==> src/rtl/alu_pkg.sv <==
// alu_pkg: opcode and flag-index definitions shared by the ALU files.
//   alu_op_e   4-bit command codes driven on cmnd
//   FLAG_Z/C/N bit positions inside the 3-bit flags word
package alu_pkg;
   typedef enum logic [3:0] {
      ALU_ADD      = 4'h0,
      ALU_SUBTRACT = 4'h1,
      ALU_MULTIPLY = 4'h2,
      ALU_AND      = 4'h3,
      ALU_OR       = 4'h4,
      ALU_XOR      = 4'h5,
      ALU_NOT      = 4'h6,
      ALU_LSL      = 4'h7,
      ALU_LSR      = 4'h8,
      ALU_ASR      = 4'h9,
      ALU_TWOS     = 4'hA,
      ALU_INC      = 4'hB,
      ALU_DEC      = 4'hC,
      ALU_PASS_A   = 4'hD,
      ALU_CMP      = 4'hE,
      ALU_NOP      = 4'hF
   } alu_op_e;
   localparam int FLAG_Z = 2;
   localparam int FLAG_C = 1;
   localparam int FLAG_N = 0;
endpackage

==> src/rtl/alu_core.sv <==
// alu_core: combinational datapath computing the next result/flags for one command.
//   a, b         8-bit operands
//   cmnd         4-bit command (alu_op_e)
//   next_result  16-bit candidate result
//   next_flags   candidate {Z,C,N}
//   hold_result  keep the registered result (NOP, CMP)
//   hold_flags   keep the registered flags (NOP)
module alu_core
   import alu_pkg::*;
(
   input  logic [7:0]  a,
   input  logic [7:0]  b,
   input  logic [3:0]  cmnd,
   output logic [15:0] next_result,
   output logic [2:0]  next_flags,
   output logic        hold_result,
   output logic        hold_flags
);
   logic [7:0]  r8;
   logic [15:0] prod;
   logic        c;
   logic        mul;
   always_comb begin
      r8          = 8'h00;
      c           = 1'b0;
      mul         = 1'b0;
      hold_result = 1'b0;
      hold_flags  = 1'b0;
      prod        = 16'(a) * 16'(b);
      case (alu_op_e'(cmnd))
         ALU_ADD:      {c, r8} = {1'b0, a} + {1'b0, b};
         ALU_SUBTRACT: begin r8 = a - b; c = a < b; end
         ALU_MULTIPLY: mul = 1'b1;
         ALU_AND:      r8 = a & b;
         ALU_OR:       r8 = a | b;
         ALU_XOR:      r8 = a ^ b;
         ALU_NOT:      r8 = ~a;
         ALU_LSL:      begin r8 = {a[6:0], 1'b0}; c = a[7]; end
         ALU_LSR:      begin r8 = {1'b0, a[7:1]}; c = a[0]; end
         ALU_ASR:      begin r8 = {a[7], a[7:1]}; c = a[0]; end
         ALU_TWOS:     begin r8 = ~a + 8'd1; c = (a == 8'h00); end
         ALU_INC:      begin r8 = a + 8'd1; c = (a == 8'hFF); end
         ALU_DEC:      begin r8 = a - 8'd1; c = (a == 8'h00); end
         ALU_PASS_A:   r8 = a;
         // CMP updates flags exactly like SUBTRACT but leaves the result alone
         ALU_CMP:      begin r8 = a - b; c = a < b; hold_result = 1'b1; end
         default:      begin hold_result = 1'b1; hold_flags = 1'b1; end
      endcase
      next_result        = mul ? prod : {8'h00, r8};
      next_flags[FLAG_Z] = mul ? (prod == 16'h0000) : (r8 == 8'h00);
      next_flags[FLAG_C] = mul ? (prod[15:8] != 8'h00) : c;
      next_flags[FLAG_N] = mul ? prod[15] : r8[7];
   end
endmodule

==> src/rtl/alu.sv <==
// alu: 8-bit ALU with registered 16-bit result and {Z,C,N} flags, one-cycle latency.
//   clk                rising-edge clock
//   reset              asynchronous active-low reset
//   primary_operand    operand A
//   secondary_operand  operand B
//   cmnd               operation select (alu_op_e)
//   result             registered result
//   flags              registered {Z,C,N}
module alu
   import alu_pkg::*;
(
   input  logic        clk,
   input  logic        reset,
   input  logic [7:0]  primary_operand,
   input  logic [7:0]  secondary_operand,
   input  logic [3:0]  cmnd,
   output logic [15:0] result,
   output logic [2:0]  flags
);
   logic [15:0] next_result;
   logic [2:0]  next_flags;
   logic        hold_result;
   logic        hold_flags;
   alu_core u_core (
      .a           (primary_operand),
      .b           (secondary_operand),
      .cmnd        (cmnd),
      .next_result (next_result),
      .next_flags  (next_flags),
      .hold_result (hold_result),
      .hold_flags  (hold_flags)
   );
   always_ff @(posedge clk or negedge reset) begin
      if (!reset) begin
         result <= 16'h0000;
         flags  <= 3'b000;
      end else begin
         if (!hold_result) result <= next_result;
         if (!hold_flags)  flags  <= next_flags;
      end
   end
endmodule

==> config.mk <==
export PLATFORM = sky130hd
export DESIGN_NAME = alu
export DESIGN_NICKNAME = d
export VERILOG_FILES = /design/src/rtl/alu_pkg.sv /design/src/rtl/alu_core.sv /design/src/rtl/alu.sv
export SDC_FILE = /design/constraint.sdc
export NUM_CORES = 1
export LEC_CHECK = 0
export ABC_AREA = 0
export BUFFER_PORTS_ARGS = -buffer_cell sky130_fd_sc_hd__buf_2
export CAP_MARGIN = 20
export CORE_MARGIN = 2
export CORE_UTILIZATION = 40
export DETAILED_ROUTE_END_ITERATION = 8
export SYNTH_ARGS = -nofsm -noshare
export SYNTH_HDL_FRONTEND = slang
export SYNTH_HIERARCHICAL = 1
export SYNTH_SLANG_ARGS = --single-unit
==> constraint.sdc <==
create_clock -name clk -period 0.8 [get_ports clk]
set_input_delay 0.16 -clock clk [delete_from_list [all_inputs] [get_ports clk]]
set_output_delay 0.16 -clock clk [all_outputs]
set_load 0.005 [all_outputs]
## Word level (Yosys, flattened, before mapping)

Cells that the tools add are included.

| word-level totals | value |
|---|---|
| register bits after elaboration | 19 |
| bits of input ports | 22 |
| memory bits (writable) | 0 |
| memories | 0 |
| word-level logic and storage cells | 45 |
| bits in latches | 0 |
| output and inout bits | 19 |
| ROM bits | 0 |

| cells by class | value |
|---|---|
| $mul | 1 |
| shift operators | 0 |
| reductions and logical operators | 10 |
| eq/ne operators | 15 |
| div/mod/pow operators | 0 |
| magnitude comparators | 1 |
| $add $sub $neg | 5 |
| mux-type cells | 7 |
| bitwise logic cells | 4 |

Operators with widths:

| operator | number |
|---|---|
| one-hot mux 8 bit (13 select lines) | 1 |
| == test 4 bit (second input constant) | 7 |
| adder 8 x 1 -> 8 bit (second input constant) | 2 |
| == test 4 x 3 -> 1 bit (second input constant) | 4 |
| logical NOT 16 bit | 1 |
| logical NOT 8 bit | 2 |
| multiplier 8 x 8 -> 16 bit | 1 |
| 2-to-1 mux 16 bit | 1 |
| OR reduction 15 bit | 1 |
| OR reduction 14 bit | 1 |
| adder 8 x 8 -> 9 bit | 1 |
| bitwise AND 8 bit | 1 |
| == test 4 x 2 -> 1 bit (second input constant) | 2 |
| == test 8 bit (second input constant) | 1 |
| less-than comparator 8 bit | 1 |
| NOT 8 bit | 1 |
| bitwise OR 8 bit | 1 |
| nonzero test 8 bit | 1 |
| subtractor 8 x 1 -> 8 bit (second input constant) | 1 |
| subtractor 8 bit | 1 |
| bitwise XOR 8 bit | 1 |
| one-hot mux 1 bit (6 select lines) | 1 |
| OR reduction 2 bit | 3 |
| == test 4 x 1 -> 1 bit (second input constant) | 1 |
| 2 further kinds | 5 |

## Longest topological paths before layout

Gate-level depths: netlist of run 1.

| depth | value |
|---|---|
| depth in word-level cells | 5 |
| depth in mapped cells | 21 |
| mapped depth without buffers | 20 |

## Modules after synthesis

Netlist of run 1, hierarchy kept.

By module, submodules not included:

| module | area an instance (µm²) | sequential area each (µm²) | cells an instance | instances |
|---|---|---|---|---|
| alu_core | 4249.1 | 0.0 | 557 | 1 |
| alu | 758.2 | 475.5 | 40 | 1 |

## Worst setup path after synthesis of run 1

OpenSTA, ideal clock, no wires.

| path | value |
|---|---|
| kind | in2reg |
| start | input primary_operand[3] |
| end | register flags[2] |
| path buffers | 1 |
| cell stages on the path | 19 |
| data required time | 0.675 ns |
| setup slack | -4.181 ns |
| library setup time | 0.125 ns |
| data arrival time | 4.857 ns |
| cells stage by stage | clkbuf_1 clkinv_1 nor2_1 fa_1 fa_1 fa_1 inv_1 fa_1 inv_1 ha_1 or2_2 a21oi_1 a31oi_1 a21o_1 a21oi_1 xor2_1 and4_1 a41o_1 mux2_2 |

| between the ends | value |
|---|---|
| word-level cells in the longest chain between the ends | 5 |
| elaborated cells between the ends (all ways) | 14 |
| classes of those cells | add/sub: 5; mul: 1; mux: 2; bitwise: 4; reduce/logical: 2 |

Ends and longest elaborated chain:

| item | RTL line | source |
|---|---|---|
| start: declaration | alu.sv:14 | `input logic [7:0] primary_operand,` |
| branches (longest 4 deep; another with multiplier 8 x 8 -> 16 bit) | n/a |  |
| 2-to-1 mux 1 bit * | alu_core.sv:50 | `next_flags[FLAG_Z] = mul ? (prod == 16'h0000) : (r8 == 8'h00);` |
| named net next_flags[2] | alu.sv:21 | `logic [2:0] next_flags;` |
| end signal: assignment | alu.sv:39 | `if (!hold_flags) flags <= next_flags;` |
| end: declaration | alu.sv:18 | `output logic [2:0] flags` |

Mark *: on every way through the listed nets, which the timed path passes.
A chain may end at the register's enable or synchronous reset.

## Worst setup path in the final report of run 1

| path | value |
|---|---|
| start | input primary_operand[5] |
| end | register flags[2] |

Same word-level chain as after synthesis.

==> results of run 1 <==
power by group through the flow:
stage | registers (mW) | clock network [mW] | logic, mW
2_1_floorplan | 1.19 | 0 | 5.75
3_3_place_gp | 1.17 | 0 | 9.47
3_5_place_dp | 1.18 | 0 | 9.63
4_1_cts | 1.15 | 1.04 | 11.3
5_1_grt | 1.18 | 1.06 | 13.0
6_report | 1.16 | 1.01 | 12.0
cell type report:
cell class,instances,area share [%]
Multi-Input combinational cell,471,60.86
Sequential cell,19,6.179
Timing Repair Buffer,234,24.47
Tap cell,168,2.732
Clock buffer,4,1.024
Inverter,78,4.732
registers in the layout, summed over array words and instances (netlist names):
signal,count
result,16
flags,3
cell usage in the layout (no fill, tap or decap), types with 5 or more instances in the layout:
cell type / count
inv_2: 16
a211oi_1: 5
o21bai_1: 7
a21oi_2: 5
buf_6: 23
dfrtp_1: 19
fa_2: 6
nor3_1: 9
xor2_1: 7
xnor2_1: 10
o21ai_0: 15
buf_8: 7
a21oi_1: 20
ha_1: 48
nor2_4: 5
buf_4: 173
mux2_4: 12
nand2_2: 5
buf_2: 26
nor2b_1: 8
nand2_1: 20
mux2_2: 10
nand4_1: 5
nor2_1: 56
inv_1: 48
nor2_2: 14
ha_4: 17
a21o_1: 10
fa_1: 33
nand3_1: 7
nand2b_1: 10
path summary, 6_finish.rpt:
kind / start / end / slack [ns] / cells past startpoint
max in group asynchronous: reset / flags[0]$_DFFE_PN0N_ / 0.13 / 2
worst min register to register: flags[0]$_DFFE_PN0N_ / flags[0]$_DFFE_PN0N_ / 0.50 / 1
worst max register to register: flags[2]$_DFFE_PN0N_ / flags[2]$_DFFE_PN0N_ / -0.09 / 2
min in group clk: flags[0]$_DFFE_PN0N_ / flags[0]$_DFFE_PN0N_ / 0.50 / 1
worst min-delay path: reset / result[1]$_DFFE_PN0N_ / 0.38 / 2
worst max-delay path: primary_operand[5] / flags[2]$_DFFE_PN0N_ / -3.51 / 19
cells by family (layout without fill, tap and decap cells):
group                    count (synthesis)  count (layout)
AO/OA/AOI/OAI                          137             137
XOR/XNOR                                22              22
adder cells (fa/ha/maj)                107             107
buffers and inverters                  107             316
flip-flops                              19              19
multiplexers                            26              26
AND/OR/NAND/NOR                        179             179
per-layer routing:
layer	vias up	GRT usage, %	part of all wire [%]
li1	2502	-	-
met1	2562	34.30	42
met2	135	48.77	52
met3	30	2.040	3.7
met4	0	6.508	2.6
met5	-	0	0
per-stage QoR:
step / utilization, % / worst slack, ns / total power [mW] / cell area [um^2]
3_5_place_dp: 55.96 / -3.957 / 10.82 / 6778
2_1_floorplan: - / -3.508 / 6.943 / 5376
4_1_cts: 61.74 / -3.519 / 13.53 / 7477
3_3_place_gp: 55.96 / -3.769 / 10.64 / 6778
6_report: 63.53 / -3.512 / 14.18 / 7695
5_1_grt: 63.53 / -3.681 / 15.24 / 7695
what timing repair did:
| item | CTS | global route |
|---|---|---|
| gates resized for setup | 102 | 48 |
| setup endpoints to repair | 38 | 38 |
| buffers inserted | 23 | 10 |
| hold endpoints to repair | 19 | 0 |
| hold buffers | 1 | 0 |
| pin swaps | 37 | 31 |
==> flow_metrics.py, run 1 <==
metrics = {
    "status": {
        "outcome": "finished with violations",
        "violations": "negative setup slack",
    },
    "synthesis": {
        "synth.most_common_cell": "nor2_1",
        "syn_area_per_cell_um2": 8.387,
        "netlist_top_cells_count": "nor2_1, inv_1, ha_1, fa_1, nand2_1",
        "synth.area.mux_share_pct": 6.997,
        "synth_seq_cells": 19,
        "synth_top_family_by_area": "adder cells",
        "synth-simple-area-share_pct": 17.57,
        "synthFlopType": "dfrtp_1",
        "synth_warnings": 6,
        "ys_types": 79,
        "synth-compound-area-share_pct": 20.29,
        "syn_inst": 597,
        "syn-num-nets": 726,
        "synth_edf_count": 0,
        "synthArstFlopShare_pct": 100.0,
        "synth_xor_area_share_pct": 3.848,
        "seq_area_frac_synth_pct": 9.495,
        "synth_top_area_share_pct": 16.99,
        "synth_area_leaders": "ha_1, fa_1, dfrtp_1",
        "yosys.area_share.adder_pct": 32.58,
        "synth_area_mm2": 0.005007,
        "synth_top_area_cell": "ha_1",
    },
    "grt": {
        "grt_pass1_wl_um": 28040,
        "grt-ovfl-total": 0,
        "grt_pass1_vias": 5506,
        "antenna_found_initial": 0,
        "grt_max_degree": 43,
        "grtUsageTotal_pct": 26.72,
    },
    "routing": {
        "num_vias": 5229,
        "viasPerCell": 5.369,
        "drtIter0Drc": 229,
        "drcViolationCount": 0,
        "firstDrtPassIters": 5,
        "ant_nets": 0,
        "wl_per_cell_um": 17.79,
        "routed_wl_um": 17330,
    },
    "setup_path": {
        "path_buf_inv": 4,
        "slowest_delay_ns": 0.52,
        "cp_cell_sequence": "buf_4, nand2_1, fa_1, fa_1, inv_1, fa_1, inv_1, fa_1, inv_2, ha_4, nand3_2, o211ai_1, or4_1, o311ai_2, xnor2_1, nor3_1, and4_1, a41o_1, mux2_2",
        "slowest_stage": "fa_1",
        "end_kind": "register",
        "worstSetupStartpointType": "input port",
        "critPathKind": "in -> reg",
        "worstPathMaxFanout": 5,
        "cp.required_ns": 0.93,
        "cp.arrival_ns": 4.45,
        "crit_top_cell": "fa_1",
        "critPathTopFamily": "adder cells",
    },
    "timing": {
        "finalSetupTns_ns": -52.50,
        "layout_setup_ws_ns": -3.512,
        "fin_skew_ns": 0,
        "setup-violations-final": 38,
        "hold_ws_ns": 0.3841,
        "relSlewSlack_pct": 63.32,
        "grt_setup_unrepaired": "true",
        "fmax_mhz": 231.9,
        "post-route-period-util_pct": 539.0,
        "fin_crit_ns": 4.312,
        "slew_viol_final": 0,
        "worst_slew_pin_slew_ns": 0.5482,
        "final_hold_viol_count": 0,
    },
    "cells_and_area": {
        "layout.nets": 936,
        "regArea_um2": 475.5,
        "n_fill_cell": 1041,
        "n_antenna_cell": 0,
        "layout-drive-gt1-share_pct": 48.51,
        "area_growth_pct": 53.67,
        "fin_cells": 974,
        "multi_input_area_mm2": 0.004683,
    },
    "clocking": {
        "clockBufferDepth": 2,
        "clock_latency_ns": 0.25,
        "cts_max_level": 1,
        "cts_tree": "yes",
        "clk_pin_slew_ns": 0.05,
        "cts_sinks": 19,
        "cts_root_buf": "clkbuf_16",
        "cts_buffers": 3,
    },
    "die": {
        "ioPinCount": 41,
        "die_area_mm2": 0.01343,
        "coreArea_mm2": 0.01211,
        "rows": 40,
        "start_util_pct": 41.34,
        "die_x_um": 115.9,
        "die_h_um": 115.9,
    },
    "pwr": {
        "clock_power_share_pct": 7.1,
        "p_per_area_mw_per_mm2": 1843,
        "leakage_nw": 3.674,
        "peakVddDrop_mv": 2.641,
        "swShare_pct": 41.54,
        "power.internal_mw": 8.290,
        "pwr-share-seq_pct": 8.2,
        "p_sw_mw": 5.892,
        "power_frac_comb_pct": 84.7,
    },
    "hold_path": {
        "hp-class": "in -> async",
    },
    "placed_design": {
        "place_inst": 940,
        "place_congestion": 0.9737,
        "place_hpwl_um": 13830,
        "portBuffers": 40,
    },
    "flow_run": {
        "cap_violations": 0,
    },
}
No activity file was read; power rests on OpenSTA's default activity.
==> inputs of run 2 (changes only) <==
--- a/config.mk
+++ b/config.mk
@@ -13,5 +13,4 @@
 export DETAILED_ROUTE_END_ITERATION = 8
 export SYNTH_ARGS = -nofsm -noshare
 export SYNTH_HDL_FRONTEND = slang
-export SYNTH_HIERARCHICAL = 1
 export SYNTH_SLANG_ARGS = --single-unit
==> run 2 against run 1 <==
Net effect: the run still ends with negative setup slack left; via count up 5.5%; power decreased by 0.59%; global-route usage rose by 1.7 points; non-clock buffer count rose by 26; combinational power barely moved; core utilization increased by 5.5 points; first-iteration DRC count rose by 43%; sequential share of layout area down 0.22 points; worst setup slack got worse by 0.35 ns; clock-buffer cell count shrank 1; worst hold slack better by 0.017 ns; critical path type unchanged; largest power group unchanged.
==> flow_metrics.py, run 2 <==
metrics = {
    "clocking": {
        "cts_tree": "yes",
        "clk_pin_slew_ns": 0.05,
        "cts_root_buf": "clkbuf_16",
        "cts_max_level": 1,
        "cts_sinks": 19,
        "clock_latency_ns": 0.25,
        "cts_buffers": 3,
        "clockBufferDepth": 2,
    },
    "cells_and_area": {
        "multi_input_area_mm2": 0.004742,
        "layout.nets": 978,
        "layout_commonest_cell": "buf_4",
        "n_fill_cell": 895,
        "area_growth_pct": 66.70,
        "layout_common_cells": "buf_4, nor2_1, ha_1",
        "design_area_mm2": 0.007980,
        "top_register": "result",
        "largest_reg_flops": 16,
        "layout-drive-gt1-share_pct": 49.06,
        "largestRegisters": "result x16, flags x3",
        "fin_cells": 991,
        "regArea_um2": 475.5,
        "n_antenna_cell": 0,
    },
    "setup_path": {
        "end_kind": "register",
        "cp.required_ns": 0.94,
        "cp.arrival_ns": 4.80,
        "critPathKind": "in -> reg",
        "worstSetupStartpointType": "input port",
        "worstPathMaxFanout": 5,
    },
    "die": {
        "die_x_um": 113.4,
        "start_util_pct": 41.39,
        "ioPinCount": 41,
        "die_h_um": 113.4,
        "coreArea_mm2": 0.01156,
        "die_area_mm2": 0.01286,
        "rows": 39,
    },
    "synthesis": {
        "synthFlopType": "dfrtp_1",
        "seq_area_frac_synth_pct": 9.932,
        "syn_inst": 610,
        "syn_area_per_cell_um2": 7.848,
        "syn-num-nets": 739,
        "synth_top_area_share_pct": 17.77,
        "netlist_top_cells_count": "nor2_1, ha_1, inv_1, nand2_1, a21oi_1",
        "synth_top_area_cell": "ha_1",
        "synth.most_common_cell": "nor2_1",
        "synth_edf_count": 0,
        "ys_types": 71,
        "synthArstFlopShare_pct": 100.0,
        "synth_area_mm2": 0.004787,
        "synth_seq_cells": 19,
        "synth_area_leaders": "ha_1, fa_1, dfrtp_1",
        "synth_warnings": 0,
    },
    "timing": {
        "finalSetupTns_ns": -52.05,
        "setup-violations-final": 38,
        "fmax_mhz": 214.3,
        "grt_setup_unrepaired": "true",
        "worst_slew_pin_slew_ns": 0.4339,
        "fin_crit_ns": 4.666,
        "post-route-period-util_pct": 583.3,
        "final_hold_viol_count": 0,
        "slew_viol_final": 0,
        "relSlewSlack_pct": 71.07,
        "layout_setup_ws_ns": -3.866,
        "fin_skew_ns": 0,
    },
    "routing": {
        "wl_per_cell_um": 18.24,
        "viasPerCell": 5.569,
        "routed_wl_um": 18070,
        "drtIter0Drc": 328,
        "num_vias": 5519,
        "firstDrtPassIters": 5,
        "ant_nets": 0,
        "drcViolationCount": 0,
    },
    "status": {
        "violations": "negative setup slack",
        "outcome": "finished with violations",
    },
    "grt": {
        "antenna_found_initial": 0,
        "grt_max_degree": 39,
        "grt-ovfl-total": 0,
        "grt_pass1_vias": 5831,
        "grtUsageTotal_pct": 28.41,
        "grt_pass1_wl_um": 28900,
    },
    "placed_design": {
        "place_hpwl_um": 13850,
        "place_congestion": 0.9349,
        "portBuffers": 40,
        "place_inst": 954,
        "place_area_mm2": 0.006808,
    },
    "flow_run": {
        "cap_violations": 0,
    },
    "pwr": {
        "peakVddDrop_mv": 2.322,
        "leakage_nw": 3.771,
        "p_per_area_mw_per_mm2": 1767,
    },
    "hold_path": {
        "hp-class": "in -> async",
    },
}
run 2: worst max-delay path: stages:
cell        delay (ns)
buf_8             0.09
clkinvlp_4        0.15
buf_6             0.16
nor2_4            0.09
fa_1              0.45
fa_1              0.51
fa_1              0.58
inv_2             0.04
fa_1              0.53
inv_2             0.05
ha_4              0.21
or2_4             0.23
a21oi_4           0.17
a21oi_2           0.06
a311o_1           0.31
xnor2_2           0.15
or4_4             0.57
a211o_1           0.27
run 2: metal layers:
metal / track usage (%) / share of wire (%)
met1: 35.12 / 41
met2: 51.34 / 50
met3: 3.348 / 4.8
met4: 9.675 / 3.8
met5: 0 / 0
run 2: logic make-up after synthesis:
kind of cell / Yosys count / synth area share (%)
xor gates and xnor gates: 22 / 4.025
DFF: 19 / 9.932
adders and majority gates: 107 / 34.08
buffers and inverters: 102 / 8.076
muxes: 6 / 1.830
and+or+nand+nor: 210 / 21.22
AOI/OAI and AO/OA: 144 / 20.83
run 2: repair_timing:
| item | 4_1_cts | 5_1_grt |
|---|---|---|
| hold buffers | 1 | 0 |
| pin swaps | 35 | 45 |
| buffers inserted | 22 | 18 |
| gates resized for setup | 96 | 90 |
| endpoints found under the setup margin | 38 | 38 |
| hold endpoints to repair | 19 | 0 |
| gates cloned | 1 | 0 |
run 2: area by class of cell:
class	instances	share of cell area [%]
sequential	19	5.958
tap	143	2.242
clock inverter	1	0.06272
clock buffer	3	0.9407
timing repair buffer	260	27.01
inverter	76	4.359
multi-input combinational	489	59.42
run 2: final timing paths:
kind                                        from                    end  slack (ns)  cells after the start
max in group asynchronous                  reset  result[9]$_DFFE_PN0P_        0.11                      2
hold reg to reg            result[9]$_DFFE_PN0P_  result[9]$_DFFE_PN0P_        0.51                      1
setup / recovery            secondary_operand[2]   flags[1]$_DFFE_PN0P_       -3.87                     18
setup reg to reg            flags[2]$_DFFE_PN0P_   flags[2]$_DFFE_PN0P_       -0.75                      5
hold / removal                             reset  result[1]$_DFFE_PN0P_        0.40                      2
min in group clk           result[9]$_DFFE_PN0P_  result[9]$_DFFE_PN0P_        0.51                      1
run 2: metrics by stage:
stage / hold slack (ns) / worst slack, ns / power, mW / utilization (%)
4_1_cts: 0.3905 / -3.875 / 13.11 / 64.78
2_1_floorplan: -0.1356 / -4.057 / 6.923 / -
3_3_place_gp: 0.1042 / -4.268 / 10.53 / 58.87
3_5_place_dp: 0.1153 / -4.377 / 10.75 / 58.87
5_1_grt: 0.4395 / -4.003 / 15.21 / 69.00
6_report: 0.4015 / -3.866 / 14.10 / 69.00
run 2: where the power goes:
part | total, mW | switching [mW] | internal (mW)
clock network | 1.02 | 0.352 | 0.670
logic | 11.9 | 5.63 | 6.28
registers | 1.16 | 0.0694 | 1.10
total | 14.1 | 6.06 | 8.04
